**src/rtl/mtr_drv_if.sv**
```systemverilog
// Command and gate-drive bundle between the balance controller side and
// the H-bridge driver.
interface mtr_drv_if;
    logic               en;
    logic signed [11:0] lft_spd;
    logic signed [11:0] rght_spd;
    logic               lft_hi;
    logic               lft_lo;
    logic               rght_hi;
    logic               rght_lo;
    logic               pwm_synch;

    modport master (
        output en, lft_spd, rght_spd,
        input  lft_hi, lft_lo, rght_hi, rght_lo, pwm_synch
    );

    modport slave (
        input  en, lft_spd, rght_spd,
        output lft_hi, lft_lo, rght_hi, rght_lo, pwm_synch
    );
endinterface

```
**src/rtl/mtr_drv.sv**
```systemverilog
// Dual-channel complementary PWM generator with dead-time insertion.
// Duty is latched once per 2048-clock period so gate edges never glitch.
module mtr_drv #(
    parameter int DEAD_CLKS = 32
) (
    input  logic      clk,
    input  logic      rst,
    mtr_drv_if.slave  bus
);

    localparam logic [7:0] DEAD_INIT    = 8'(DEAD_CLKS);
    localparam logic [7:0] DEAD_RESTART = 8'(DEAD_CLKS - 1);

    // Saturate to +/-1023 and offset so that zero speed is 50% duty.
    function automatic logic [10:0] sat_duty(input logic signed [11:0] spd);
        logic signed [11:0] c;
        logic signed [12:0] s;
        if (spd > 12'sd1023)
            c = 12'sd1023;
        else if (spd < -12'sd1023)
            c = -12'sd1023;
        else
            c = spd;
        s = 13'sd1024 + {c[11], c};
        return s[10:0];
    endfunction

    logic [10:0] r_cnt;
    logic        r_synch;
    logic [10:0] r_duty   [2];
    logic [10:0] w_cond   [2];
    logic [1:0]  w_raw;
    logic [1:0]  r_raw_q;
    logic [7:0]  r_dead   [2];
    logic [1:0]  r_hi;
    logic [1:0]  r_lo;

    always_comb begin
        w_cond[0] = sat_duty(bus.lft_spd);
        w_cond[1] = sat_duty(bus.rght_spd);
        w_raw     = '0;
        for (int ch = 0; ch < 2; ch++)
            w_raw[ch] = (r_cnt < r_duty[ch]);
    end

    always_ff @(posedge clk) begin
        if (rst) begin
            r_cnt   <= '0;
            r_synch <= 1'b0;
            r_raw_q <= '0;
            r_hi    <= '0;
            r_lo    <= '0;
            for (int ch = 0; ch < 2; ch++) begin
                r_duty[ch] <= 11'd1024;
                r_dead[ch] <= DEAD_INIT;
            end
        end else begin
            r_cnt   <= r_cnt + 11'd1;
            r_synch <= (r_cnt == 11'd2047);
            r_raw_q <= w_raw;
            for (int ch = 0; ch < 2; ch++) begin
                if (r_cnt == 11'd2047)
                    r_duty[ch] <= w_cond[ch];
                // Any raw edge, or a disable, forces both gates low and
                // (re)starts the dead-time interval.
                if (!bus.en) begin
                    r_dead[ch] <= DEAD_INIT;
                    r_hi[ch]   <= 1'b0;
                    r_lo[ch]   <= 1'b0;
                end else if (w_raw[ch] != r_raw_q[ch]) begin
                    r_dead[ch] <= DEAD_RESTART;
                    r_hi[ch]   <= 1'b0;
                    r_lo[ch]   <= 1'b0;
                end else if (r_dead[ch] != 8'd0) begin
                    r_dead[ch] <= r_dead[ch] - 8'd1;
                    r_hi[ch]   <= 1'b0;
                    r_lo[ch]   <= 1'b0;
                end else begin
                    r_hi[ch]   <= r_raw_q[ch];
                    r_lo[ch]   <= ~r_raw_q[ch];
                end
            end
        end
    end

    assign bus.lft_hi    = r_hi[0];
    assign bus.lft_lo    = r_lo[0];
    assign bus.rght_hi   = r_hi[1];
    assign bus.rght_lo   = r_lo[1];
    assign bus.pwm_synch = r_synch;

endmodule

```
**src/flat_wrapper.sv**
```systemverilog
// flat-port wrapper written by rule: the top's interface ports become plain ports
module mtr_drv_flat 
#(
    parameter int DEAD_CLKS = 32
)
  (clk, rst, bus_en, bus_lft_spd, bus_rght_spd, bus_lft_hi, bus_lft_lo, bus_rght_hi, bus_rght_lo, bus_pwm_synch);
  mtr_drv_if bus_i ();
  input  logic clk;
  input  logic rst;
  input wire logic [$bits(bus_i.en)-1:0] bus_en;
  input wire logic [$bits(bus_i.lft_spd)-1:0] bus_lft_spd;
  input wire logic [$bits(bus_i.rght_spd)-1:0] bus_rght_spd;
  output wire logic [$bits(bus_i.lft_hi)-1:0] bus_lft_hi;
  output wire logic [$bits(bus_i.lft_lo)-1:0] bus_lft_lo;
  output wire logic [$bits(bus_i.rght_hi)-1:0] bus_rght_hi;
  output wire logic [$bits(bus_i.rght_lo)-1:0] bus_rght_lo;
  output wire logic [$bits(bus_i.pwm_synch)-1:0] bus_pwm_synch;
  assign bus_i.en = bus_en;
  assign bus_i.lft_spd = bus_lft_spd;
  assign bus_i.rght_spd = bus_rght_spd;
  assign bus_lft_hi = bus_i.lft_hi;
  assign bus_lft_lo = bus_i.lft_lo;
  assign bus_rght_hi = bus_i.rght_hi;
  assign bus_rght_lo = bus_i.rght_lo;
  assign bus_pwm_synch = bus_i.pwm_synch;
  mtr_drv #(.DEAD_CLKS(DEAD_CLKS)) u_core (.clk(clk), .rst(rst), .bus(bus_i));
endmodule
```
**config.mk**
```make
export PLATFORM = sky130hd
export DESIGN_NAME = mtr_drv_flat
export DESIGN_NICKNAME = d
export VERILOG_FILES = /design/src/rtl/mtr_drv_if.sv /design/src/rtl/mtr_drv.sv /design/src/flat_wrapper.sv
export SDC_FILE = /design/constraint.sdc
export NUM_CORES = 1
export LEC_CHECK = 0
export CORE_MARGIN = 4
export CORE_UTILIZATION = 55
export DETAILED_ROUTE_END_ITERATION = 16
export PLACE_DENSITY = 0.82
export SYNTH_ARGS = -nofsm -noshare
export SYNTH_HDL_FRONTEND = slang
export SYNTH_SLANG_ARGS = --single-unit
```
**constraint.sdc**
```tcl
create_clock -name clk -period 7.23 [get_ports clk]
set_input_delay 1.446 -clock clk [delete_from_list [all_inputs] [get_ports clk]]
set_output_delay 1.446 -clock clk [all_outputs]
set_load 0.03 [all_outputs]
```
# [Word level (Yosys, flattened, before mapping)]
# Memory sizes are Yosys's and may differ from the RTL's.
# Index checks and enable logic that the tools add are counted.
[totals] regBits=18 mem_bits_rw=38 inputBits=27 output_inout_bits=5 word_cells=76 mem_count=2
[mem_list] memory="u_core.r_duty" depth=2 word_bits=11 read_ports=2 rd_clocked_by_memory_dff=0 write_ports=2 line="mtr_drv.sv:30" text="logic [10:0] r_duty [2];"
[mem_list] memory="u_core.r_dead" depth=2 word_bits=8 read_ports=2 rd_clocked_by_memory_dff=0 write_ports=2 line="mtr_drv.sv:34" text="logic [7:0] r_dead [2];"
[op_classes] addsub=5 n_lt_le_gt_ge=6 eq_ne=3 mux=38 n_bitwise=11 n_reduce_logical=4
[op_table] op="$mux 11" count=6
[op_table] op="$mux 8" count=6
[op_table] op="$mux 1" count=26
[op_table] op="$gt 12x11->1 const B" count=2
[op_table] op="$lt 12x11->1 const B" count=2
[op_table] op="$add 11x11->11 const A" count=2
[op_table] op="$lt 11x11->1" count=2
[op_table] op="$reduce_bool 8->1" count=2
[op_table] op="$sub 8x1->8 const B" count=2
[op_table] op="$add 11x1->11 const B" count=1
[op_table] op="$eq 11x11->1 const B" count=1
[op_table] op="$or 1x1->1" count=8
[op_table] op="$reduce_or 4->1" count=2
[op_table] op="$not 1->1" count=3
[op_table] op="$ne 1x1->1" count=2

# [Logic depth before layout (Yosys ltp)]
# Gate-level depths: netlist of the first run.
# An unclocked memory read counts as a cell.
[logic_depth] depth_word=9 ltp_mapped=7 mapped_depth_nobuf=7

# [Least setup slack after synthesis of the first run]
# No wires, ideal clock.
[synth_path] path_kind="input -> register" start="in rst" end="mem u_core.r_dead[1][0], enable pin" setup_time_ns=0.294 arrival_ns=2.536 t_required_ns=6.936 path_slack_ns=4.400 stages=5 path_buffers=2 path_cell_list="clkbuf_1 nor2b_1 clkbuf_1 nand2_1 or3_1"
[synth_rtl] element="start, declared" line="flat_wrapper.sv:9" text="input logic rst;"
[synth_rtl] element="end, declared" line="mtr_drv.sv:34"

==> implementation parameters, run 1 <==
Parameter                              Value

Floorplanning
  Number of rows created at floorplan    26
  Placeable core area    5270 µm²
  Boundary Pins    32
  Starting Density    0.582
  Vertical extent of the die    82.7 µm
  Die Span X    82.7 µm
  Die ar.    just under 7000 µm²

Timing
  Post-route fraction of the period consumed by the critical path    0.479
  Minimum clock period after layout    between 3000 and 4000 ps
  Number of setup violations in the final report    0
  Max Clock Skew    8.63 ps
  Final Hold Violating Endpoints    0
  Total Negative Setup Slacks    0 ps
  Worst Hold Slack    between 400 and 500 ps
  FMAX    just under 300 MHz
  Least-Margin Pin Slew    around 970 ps
  Worst relative slew slack    0.356
  Count of final max-slew check failures    0
  Unrepaired setup endpoints after global routing    false

Routing
  Count of vias placed by the detailed router    roughly 2200
  Routed wirelength normalized by instance count    ~14 µm
  Detailed Route Iter0 Violations    ~140
  Antenna-violating nets left    0
  Detailed Route WL    5.48 mm
  Count of TritonRoute iterations in the first routing pass    4
  Via density per instance    5.55
  Final routed DRC violation total    0

Global route
  Global Route Usage Sum    0.176
  Final global-route overflow total    0
  Number of global-route vias before repair    about 2100
  Largest net degree at the start of global routing    23
  Wire length of the first global-routing pass    between 9 and 10 mm
  Initial antenna violation count    0

Critical path
  Slowest stage cell on the critical path    sky130_fd_sc_hd__clkdlybuf4s50_1
  Buffers and inverters on the worst path    1
  Register-to-register setup slack    4460 ps
  Worst path cell trace    clkdlybuf4s50_1 > nor2b_1 > nand2_1 > or3_1
  Startpoint type of the worst setup path    input port
  Critical path data required time    between 7000 and 8000 ps
  Data arrival at the endpoint of the critical path    ~3500 ps
  Kind of capture point of the worst setup path    register
  Worst setup path class    input port to register
  Stage delay of the slowest cell on the critical path    ~760 ps
  Highest net fanout along the worst path    19
  Largest delay share family, worst path    simple AND/OR/NAND/NOR gates

Logic synthesis
  Post-synthesis register bit count    56
  Post-synthesis cell type with the largest combined area    sky130_fd_sc_hd__edfxtp_1
  Number of instances in the synthesized netlist    approximately 300
  Number of warning messages in the yosys log    0
  Synthesized area divided by synthesized cell count    10.3 µm²
  Leading register cell type out of synthesis    sky130_fd_sc_hd__edfxtp_1
  Distinct cell type count of the synthesized netlist    40
  Number of enable-type register cells in the synthesized netlist    38
  Leading cell type by number of instances after synthesis    sky130_fd_sc_hd__edfxtp_1
  Post-synth net total    approximately 350
  Post-synth top area share    0.372
  Proportion of synthesized chip area in sequential cells    0.489
  Share of flip-flops with an asynchronous set or reset after synthesis    0
  Post-Synthesis Cell Area    about 3000 µm²
  Dominant cells by area after synthesis    sky130_fd_sc_hd__edfxtp_1, sky130_fd_sc_hd__dfxtp_1, sky130_fd_sc_hd__ha_1
  List of most frequent post-synthesis cells    sky130_fd_sc_hd__edfxtp_1, sky130_fd_sc_hd__ha_1, sky130_fd_sc_hd__inv_1

Power
  Cell-internal power    approximately 0.00047 W
  Switching Share    0.234
  Share of total power in combinational logic    0.133
  Portion of total power attributed to sequential cells    0.591
  Proportion of power drawn by the clock network    0.276
  Net switching power figure    around 0.00014 W
  Leakage Power    around 1.4 nW
  P per Cell Area    around 170 nW/µm²
  Power after layout    ~0.00062 W
  Peak supply drop    approximately 0.094 mV

Layout
  Layout net count    380
  Antenna Cells    0
  # fillers    roughly 450
  End-of-flow core utilization    0.670
  Area added between synthesis and finish    15.0%
  Fraction of final layout cells with drive strength greater than 1    0.0304

Hold path
  Worst Hold Class    register to register

Clocking
  # hold bufs at CTS    0
  Number of H-tree branching levels    2
  Worst skew pair latency    300 ps
  CTS-repair resized insts    0
  TritonCTS Buffers    5
  Postcts setup bufs    0
  Clock tree root buffer cell    sky130_fd_sc_hd__clkbuf_8
  Clock slew at reported path FFs    approximately 90 ps
  CTS max path bufs    2
  Number of sinks handled by clock tree synthesis    between 50 and 60
  CTS tree    built

Run status
  Run status    complete, no violations

Place
  Hpwl dp    4.26 mm
  Number of buffers inserted by port buffering    31
  Gpl congestion    roughly 0.81

Job
  Max-cap violation count    0
stage by stage:
step | worst slack, ps | instance area, µm² | instances
after floorplan | 4400 | 3070 | 297
after global routing | 3610 | 3530 | 399
after detailed placement | 3470 | 3440 | 391
after global placement | 3560 | 3440 | 391
final | 3770 | 3530 | 399
after CTS | 3810 | 3530 | 399
state kept, by name, summed over array words and instances (netlist names):
register	cells
u_core.r_duty	22
u_core.bus.pwm_synch	1
u_core.r_cnt	11
u_core.r_dead	16
u_core.r_lo	2
u_core.r_hi	2
u_core.r_raw_q	2
worst reg2reg max path: cells and delay by family (launching register included):
| kind | cells | cell delay, ps |
|---|---|---|
| DFF | 1 | 510 |
| AOI/OAI and AO/OA | 3 | 500 |
| adders and majority gates | 1 | 310 |
| and+or+nand+nor | 2 | 1140 |
placed cells by master, fill, tap and decap left out, drive strengths merged, types with 6 or more instances in the layout:
cell	synthesis	routed
nand3	10	10
nor2b	7	7
o21a	19	19
o21ai	8	8
clkbuf	4	8
a21oi	15	15
nor2	24	24
edfxtp	38	38
xor2	8	8
dfxtp	18	18
ha	25	25
nand2	20	20
o31a	8	8
nor3	13	13
xnor2	9	9
nor4	7	7
or3	6	6
inv	25	25
clkdlybuf4s50	0	31
worst paths after layout:
path                          start  cells after the start                   to
hold / removal    u_core.r_raw_q[1]                      1       u_core.r_lo[1]
setup reg to reg    u_core.r_cnt[2]                      6  u_core.r_dead[1][3]
hold reg to reg   u_core.r_raw_q[1]                      1       u_core.r_lo[1]
setup / recovery                rst                      4  u_core.r_dead[1][3]
power by group through the flow:
stage | sequential, W | combinational [W] | clock [W]
after floorplan | 0.000370 | 0.0000535 | 0
after detailed placement | 0.000372 | 0.0000822 | 0
final | 0.000365 | 0.0000824 | 0.000170
after CTS | 0.000365 | 0.0000830 | 0.000173
after global routing | 0.000366 | 0.0000919 | 0.000187
after global placement | 0.000371 | 0.0000786 | 0
routing by layer:
layer,vias to the layer above,wire length [µm],global-route usage,part of all wire
li1,1140,-,-,-
met2,47,2690,0.317,0.49
met4,0,84,0.0556,0.015
met3,10,208,0.0445,0.038
met1,1017,2500,0.204,0.46
met5,-,0,0,0
cell families after synthesis:
| logic type | count (synthesis) | synth area share |
|---|---|---|
| AO/OA/AOI/OAI | 64 | 0.146 |
| adder cells (fa/ha/maj) | 25 | 0.102 |
| AND/OR/NAND/NOR | 102 | 0.169 |
| XOR/XNOR | 17 | 0.0510 |
| flip-flops | 56 | 0.489 |
| buffers and inverters | 32 | 0.0391 |
| multiplexers | 1 | 0.00326 |
area by class of cell:
type | count | area (µm²) | share of cell area
clock buffer | 8 | 90.1 | 0.0255
timing repair buffer | 31 | 310 | 0.0879
inverter | 25 | 93.8 | 0.0266
sequential | 56 | 1500 | 0.425
tap | 70 | 87.6 | 0.0248
multi-input combinational | 209 | 1450 | 0.410
No activity file was read; power rests on OpenSTA's default activity.
==> inputs of run 2 (changes only) <==
- clock period: 7.23 -> 3.5 ns (I/O delays scaled with it)
==> run 2 against run 1 <==
Net effect: combinational power is 110% higher; clock skew is 3.5 ps lower; sequential share of layout area is 0.39 points lower; critical endpoint is now u_core.r_dead[1][4]; largest power group unchanged.
==> implementation parameters, run 2 (synthesis results as in run 1) <==
Parameter                              Value

Run status
  Run status    complete, no violations

Critical path
  Startpoint type of the worst setup path    register
  Data arrival at the endpoint of the critical path    approximately 2500 ps
  Critical path data required time    about 3500 ps
  Worst setup path class    register to register
  Highest net fanout along the worst path    9
  Worst r2r path cells    7
  Kind of capture point of the worst setup path    register

Power
  P per Cell Area    between 300 and 400 nW/µm²
  Peak supply drop    between 0.2 and 0.25 mV
  Leakage Power    ~1.4 nW

Routing
  Detailed Route WL    5.36 mm
  Routed wirelength normalized by instance count    13.3 µm
  Final routed DRC violation total    0
  Antenna-violating nets left    0
  Count of vias placed by the detailed router    approximately 2200
  Via density per instance    5.49
  Detailed Route Iter0 Violations    between 50 and 60
  Count of TritonRoute iterations in the first routing pass    4

Hold path
  Hold depth    1
  Worst Hold Class    register to register

Floorplanning
  Die Span X    slightly above 80 µm
  Number of rows created at floorplan    26
  Die ar.    6840 µm²
  Boundary Pins    32
  Vertical extent of the die    about 83 µm
  Placeable core area    about 5300 µm²
  Starting Density    0.582

Timing
  Total Negative Setup Slacks    0 ps
  Unrepaired setup endpoints after global routing    false
  FMAX    about 400 MHz
  Max Clock Skew    a little over 5 ps
  Worst Hold Slack    around 450 ps
  Least-Margin Pin Slew    about 630 ps
  Final Hold Violating Endpoints    0
  Minimum clock period after layout    2510 ps
  Worst relative slew slack    0.580
  Count of final max-slew check failures    0
  Post-route fraction of the period consumed by the critical path    0.718
  Number of setup violations in the final report    0

Clocking
  Worst skew pair latency    300 ps
  Clock tree root buffer cell    sky130_fd_sc_hd__clkbuf_8
  Number of sinks handled by clock tree synthesis    56
  Postcts setup bufs    0
  Clock slew at reported path FFs    90 ps
  CTS tree    built
  CTS-repair resized insts    0
  Number of H-tree branching levels    2
  # hold bufs at CTS    0
  TritonCTS Buffers    5
  CTS max path bufs    2

Job
  Max-cap violation count    0

Place
  Number of buffers inserted by port buffering    31
  Gpl congestion    ~0.82
  Hpwl dp    ~4.2 mm

Global route
  Initial antenna violation count    0
  Largest net degree at the start of global routing    17
  Number of global-route vias before repair    approximately 2200
  Final global-route overflow total    0
  Wire length of the first global-routing pass    about 9.3 mm
  Global Route Usage Sum    0.177

Layout
  Antenna Cells    0
  Fraction of final layout cells with drive strength greater than 1    0.0480
  Max FFs per register    22
  Layout net count    approximately 380
  Most used cells in the layout excluding fill and tap cells    sky130_fd_sc_hd__edfxtp_1, sky130_fd_sc_hd__clkdlybuf4s50_1, sky130_fd_sc_hd__inv_1, sky130_fd_sc_hd__ha_1, sky130_fd_sc_hd__nor2_1
  Commonest non-fill, non-tap cell in the layout    sky130_fd_sc_hd__edfxtp_1
  End-of-flow core utilization    0.676
  Register containing the most flip-flops in the final layout    u_core.r_duty
  Area added between synthesis and finish    16.1%
  # fillers    430
  Leading registers by flop count    u_core.r_duty x22, u_core.r_dead x16, u_core.r_cnt x11
[run 2: cell count changes in the layout (fill, tap and decap cells not counted), sizes merged]
cell    before  now
buf          0    4
clkbuf       8    6
clkinv       0    2
[run 2: critical path, stage by stage (launching register included)]
cell	delay, ps
sky130_fd_sc_hd__edfxtp_1	340
sky130_fd_sc_hd__inv_1	40
sky130_fd_sc_hd__ha_1	310
sky130_fd_sc_hd__nand4_1	140
sky130_fd_sc_hd__nor3_1	280
sky130_fd_sc_hd__a21oi_1	130
sky130_fd_sc_hd__a21oi_1	520
sky130_fd_sc_hd__or3_1	420
[run 2: area by class of cell]
| cell class | instances | area (µm²) | share of cell area |
|---|---|---|---|
| Multi-Input combinational cell | 209 | 1450 | 0.406 |
| Inverter | 25 | 93.8 | 0.0263 |
| Clock buffer | 6 | 82.6 | 0.0232 |
| Tap cell | 70 | 87.6 | 0.0246 |
| Timing Repair Buffer | 35 | 340 | 0.0955 |
| Clock inverter | 2 | 10.0 | 0.00281 |
| Sequential cell | 56 | 1500 | 0.421 |
[run 2: through the flow]
step	cell area [µm²]	instances	setup WS (ps)	total power, W
after detailed placement	3470	395	974	0.000939
after global routing	3560	403	723	0.00134
final	3560	403	987	0.00128
after CTS	3560	403	969	0.00129
after floorplan	3070	297	1170	0.000874
after global placement	3470	395	1040	0.000932
[run 2: worst paths after layout]
kind	endpoint	startpoint	slack, ps
max	u_core.r_dead[1][4]	u_core.r_duty[0][21]	990
min	u_core.r_lo[1]	u_core.r_raw_q[1]	450
max reg2reg	u_core.r_dead[1][4]	u_core.r_duty[0][21]	990
min reg2reg	u_core.r_lo[1]	u_core.r_raw_q[1]	450
[run 2: metal layers]
layer | share of wire | wire, µm | vias up | GRT usage
met1 | 0.45 | 2400 | 1013 | 0.209
met2 | 0.49 | 2640 | 52 | 0.322
met3 | 0.051 | 273 | 4 | 0.0380
met5 | 0 | 0 | - | 0
met4 | 0.0090 | 48 | 0 | 0.0490
li1 | - | - | 1145 | -
[run 2: where the power goes]
| group | internal, W | switching (W) | total (W) |
|---|---|---|---|
| Sequential | 0.000732 | 0.0000215 | 0.000753 |
| Combinational | 0.0000856 | 0.0000861 | 0.000172 |
| Clock | 0.000158 | 0.000195 | 0.000353 |
| Total | 0.000976 | 0.000302 | 0.00128 |
==> inputs of run 3 (changes only) <==
- clock period: 3.5 -> 2.5 ns (I/O delays scaled with it)
==> run 3 against run 2 <==
Net effect: register-to-register slack got worse by 780 ps; count of clock-buffer cells in the layout unchanged; critical path type unchanged; critical path depth unchanged; global-route usage increased by 0.62 points; worst hold slack improved by 1.5 ps; die area unchanged; sequential power increased by 39%; clock power increased by 39%; cell count increased by 0.99%; flip-flop and latch count unchanged; largest power group unchanged; critical endpoint is now u_core.r_dead[0][3]; via count increased by 2.4%; largest cell class unchanged.
==> implementation parameters, run 3 (synthesis results as in run 1) <==
Parameter                              Value

Critical path
  Critical path data required time    between 2000 and 3000 ps
  Worst r2r path cells    7
  Data arrival at the endpoint of the critical path    2330 ps
  Worst setup path class    register to register
  Highest net fanout along the worst path    8
  Reg-to-reg endpoint    u_core.r_dead[0][3]
  Source of the worst register-to-register timing path    u_core.r_duty[0][2]
  Kind of capture point of the worst setup path    register
  Startpoint type of the worst setup path    register
  Register-to-register setup slack    roughly 200 ps

Layout
  Fraction of final layout cells with drive strength greater than 1    0.0593
  Most used cells in the layout excluding fill and tap cells    sky130_fd_sc_hd__edfxtp_1, sky130_fd_sc_hd__clkdlybuf4s50_1, sky130_fd_sc_hd__inv_1, sky130_fd_sc_hd__ha_1, sky130_fd_sc_hd__nor2_1
  Area added between synthesis and finish    17.0%
  Antenna Cells    0
  Commonest non-fill, non-tap cell in the layout    sky130_fd_sc_hd__edfxtp_1
  Layout net count    between 300 and 400
  Register containing the most flip-flops in the final layout    u_core.r_duty
  Max FFs per register    22
  Leading registers by flop count    u_core.r_duty x22, u_core.r_dead x16, u_core.r_cnt x11

Floorplanning
  Die Span X    82.7 µm
  Number of rows created at floorplan    26
  Starting Density    0.582
  Vertical extent of the die    a little over 80 µm
  Die ar.    6840 µm²
  Boundary Pins    32
  Placeable core area    around 5300 µm²

Timing
  Count of final max-slew check failures    0
  Least-Margin Pin Slew    662 ps
  Post-route fraction of the period consumed by the critical path    0.919
  Number of setup violations in the final report    0
  Worst relative slew slack    0.558
  Max Clock Skew    between 6 and 7 ps
  FMAX    around 440 MHz
  Final Hold Violating Endpoints    0
  Unrepaired setup endpoints after global routing    false
  Worst Hold Slack    between 400 and 500 ps
  Minimum clock period after layout    about 2300 ps
  Total Negative Setup Slacks    0 ps

Clocking
  CTS tree    built
  Number of sinks handled by clock tree synthesis    56
  Number of H-tree branching levels    2
  Clock slew at reported path FFs    100 ps
  Clock tree root buffer cell    sky130_fd_sc_hd__clkbuf_8
  TritonCTS Buffers    5
  Worst skew pair latency    between 300 and 400 ps
  CTS max path bufs    2
  # hold bufs at CTS    0

Job
  Max-cap violation count    0

Hold path
  Hold EP    u_core.r_lo[1]
  Worst Hold Class    register to register
  Hold depth    1
  HP Start    u_core.r_raw_q[1]

Routing
  Count of vias placed by the detailed router    between 2000 and 2500
  Final routed DRC violation total    0
  Antenna-violating nets left    0
  Detailed Route Iter0 Violations    128
  Via density per instance    5.57
  Detailed Route WL    about 5.6 mm
  Routed wirelength normalized by instance count    around 14 µm
  Count of TritonRoute iterations in the first routing pass    5

Power
  Peak supply drop    between 0.2 and 0.3 mV
  Leakage Power    about 1.4 nW
  P per Cell Area    between 400 and 500 nW/µm²

Global route
  Global Route Usage Sum    0.183
  Initial antenna violation count    0
  Final global-route overflow total    0
  Wire length of the first global-routing pass    about 9.5 mm
  Largest net degree at the start of global routing    19
  Number of global-route vias before repair    2157

Place
  Hpwl dp    about 4.2 mm
  Number of buffers inserted by port buffering    31
  Gpl congestion    0.786

Run status
  Run status    complete, no violations
[run 3: how the worst max path moves through the flow]
stage,cells after the start,slack [ps],endpoint,startpoint
6_report,7,200,u_core.r_dead[0][3],u_core.r_duty[0][2]
5_1_grt,7,90,u_core.r_dead[0][0],u_core.r_duty[0][2]
4_1_cts,7,90,u_core.r_dead[0][6],u_core.r_duty[0][2]
3_5_place_dp,7,110,u_core.r_dead[0][6],u_core.r_duty[0][2]
3_3_place_gp,7,210,u_core.r_dead[0][6],u_core.r_duty[0][2]
2_1_floorplan,6,170,u_core.r_dead[1][0],u_core.r_cnt[2]
[run 3: where the power goes]
group	internal [W]	switching, W	leakage (nW)
Clock	0.000201	0.000288	0.0457
Combinational	0.000123	0.000124	0.802
Sequential	0.00102	0.0000279	0.550
[run 3: per-layer routing]
layer	part of all wire	GRT usage	up-vias
li1	-	-	1161
met1	0.44	0.221	1046
met2	0.50	0.325	49
met3	0.040	0.0347	12
met4	0.020	0.0654	0
met5	0	0	-
[run 3: area by class of cell]
type / instances / area [µm²]
fillers: 448 / 1680
repair buffers: 39 / 370
clock inverters: 2 / 15.0
flip-flops and latches: 56 / 1500
inverters: 25 / 93.8
well taps: 70 / 87.6
multi-input cells: 209 / 1450
clock buffers: 6 / 72.6
[run 3: worst max-delay path: stages, from the launching register on]
cell and delay [ps]:
sky130_fd_sc_hd__edfxtp_1 350, sky130_fd_sc_hd__inv_1 40, sky130_fd_sc_hd__ha_1 200, sky130_fd_sc_hd__or3_1 360, sky130_fd_sc_hd__a221o_1 300, sky130_fd_sc_hd__a221oi_4 360, sky130_fd_sc_hd__xnor2_2 210, sky130_fd_sc_hd__nand2_2 210
[run 3: timing repair]
| action | in CTS | in global routing |
|---|---|---|
| setup endpoints to repair | 0 | 8 |
| buffers inserted | 0 | 0 |
| resized for setup | 0 | 1 |
[run 3: metrics by stage]
stage / total power [W] / worst slack (ps) / area (µm²) / std cells / utilization
after global placement: 0.00131 / 211 / 3500 / 399 / 0.664
after detailed placement: 0.00132 / 114 / 3500 / 399 / 0.664
after floorplan: 0.00122 / 171 / 3070 / 297 / -
after global routing: 0.00188 / 86.0 / 3590 / 407 / 0.681
after CTS: 0.00180 / 93.1 / 3590 / 407 / 0.681
final: 0.00179 / 202 / 3590 / 407 / 0.681
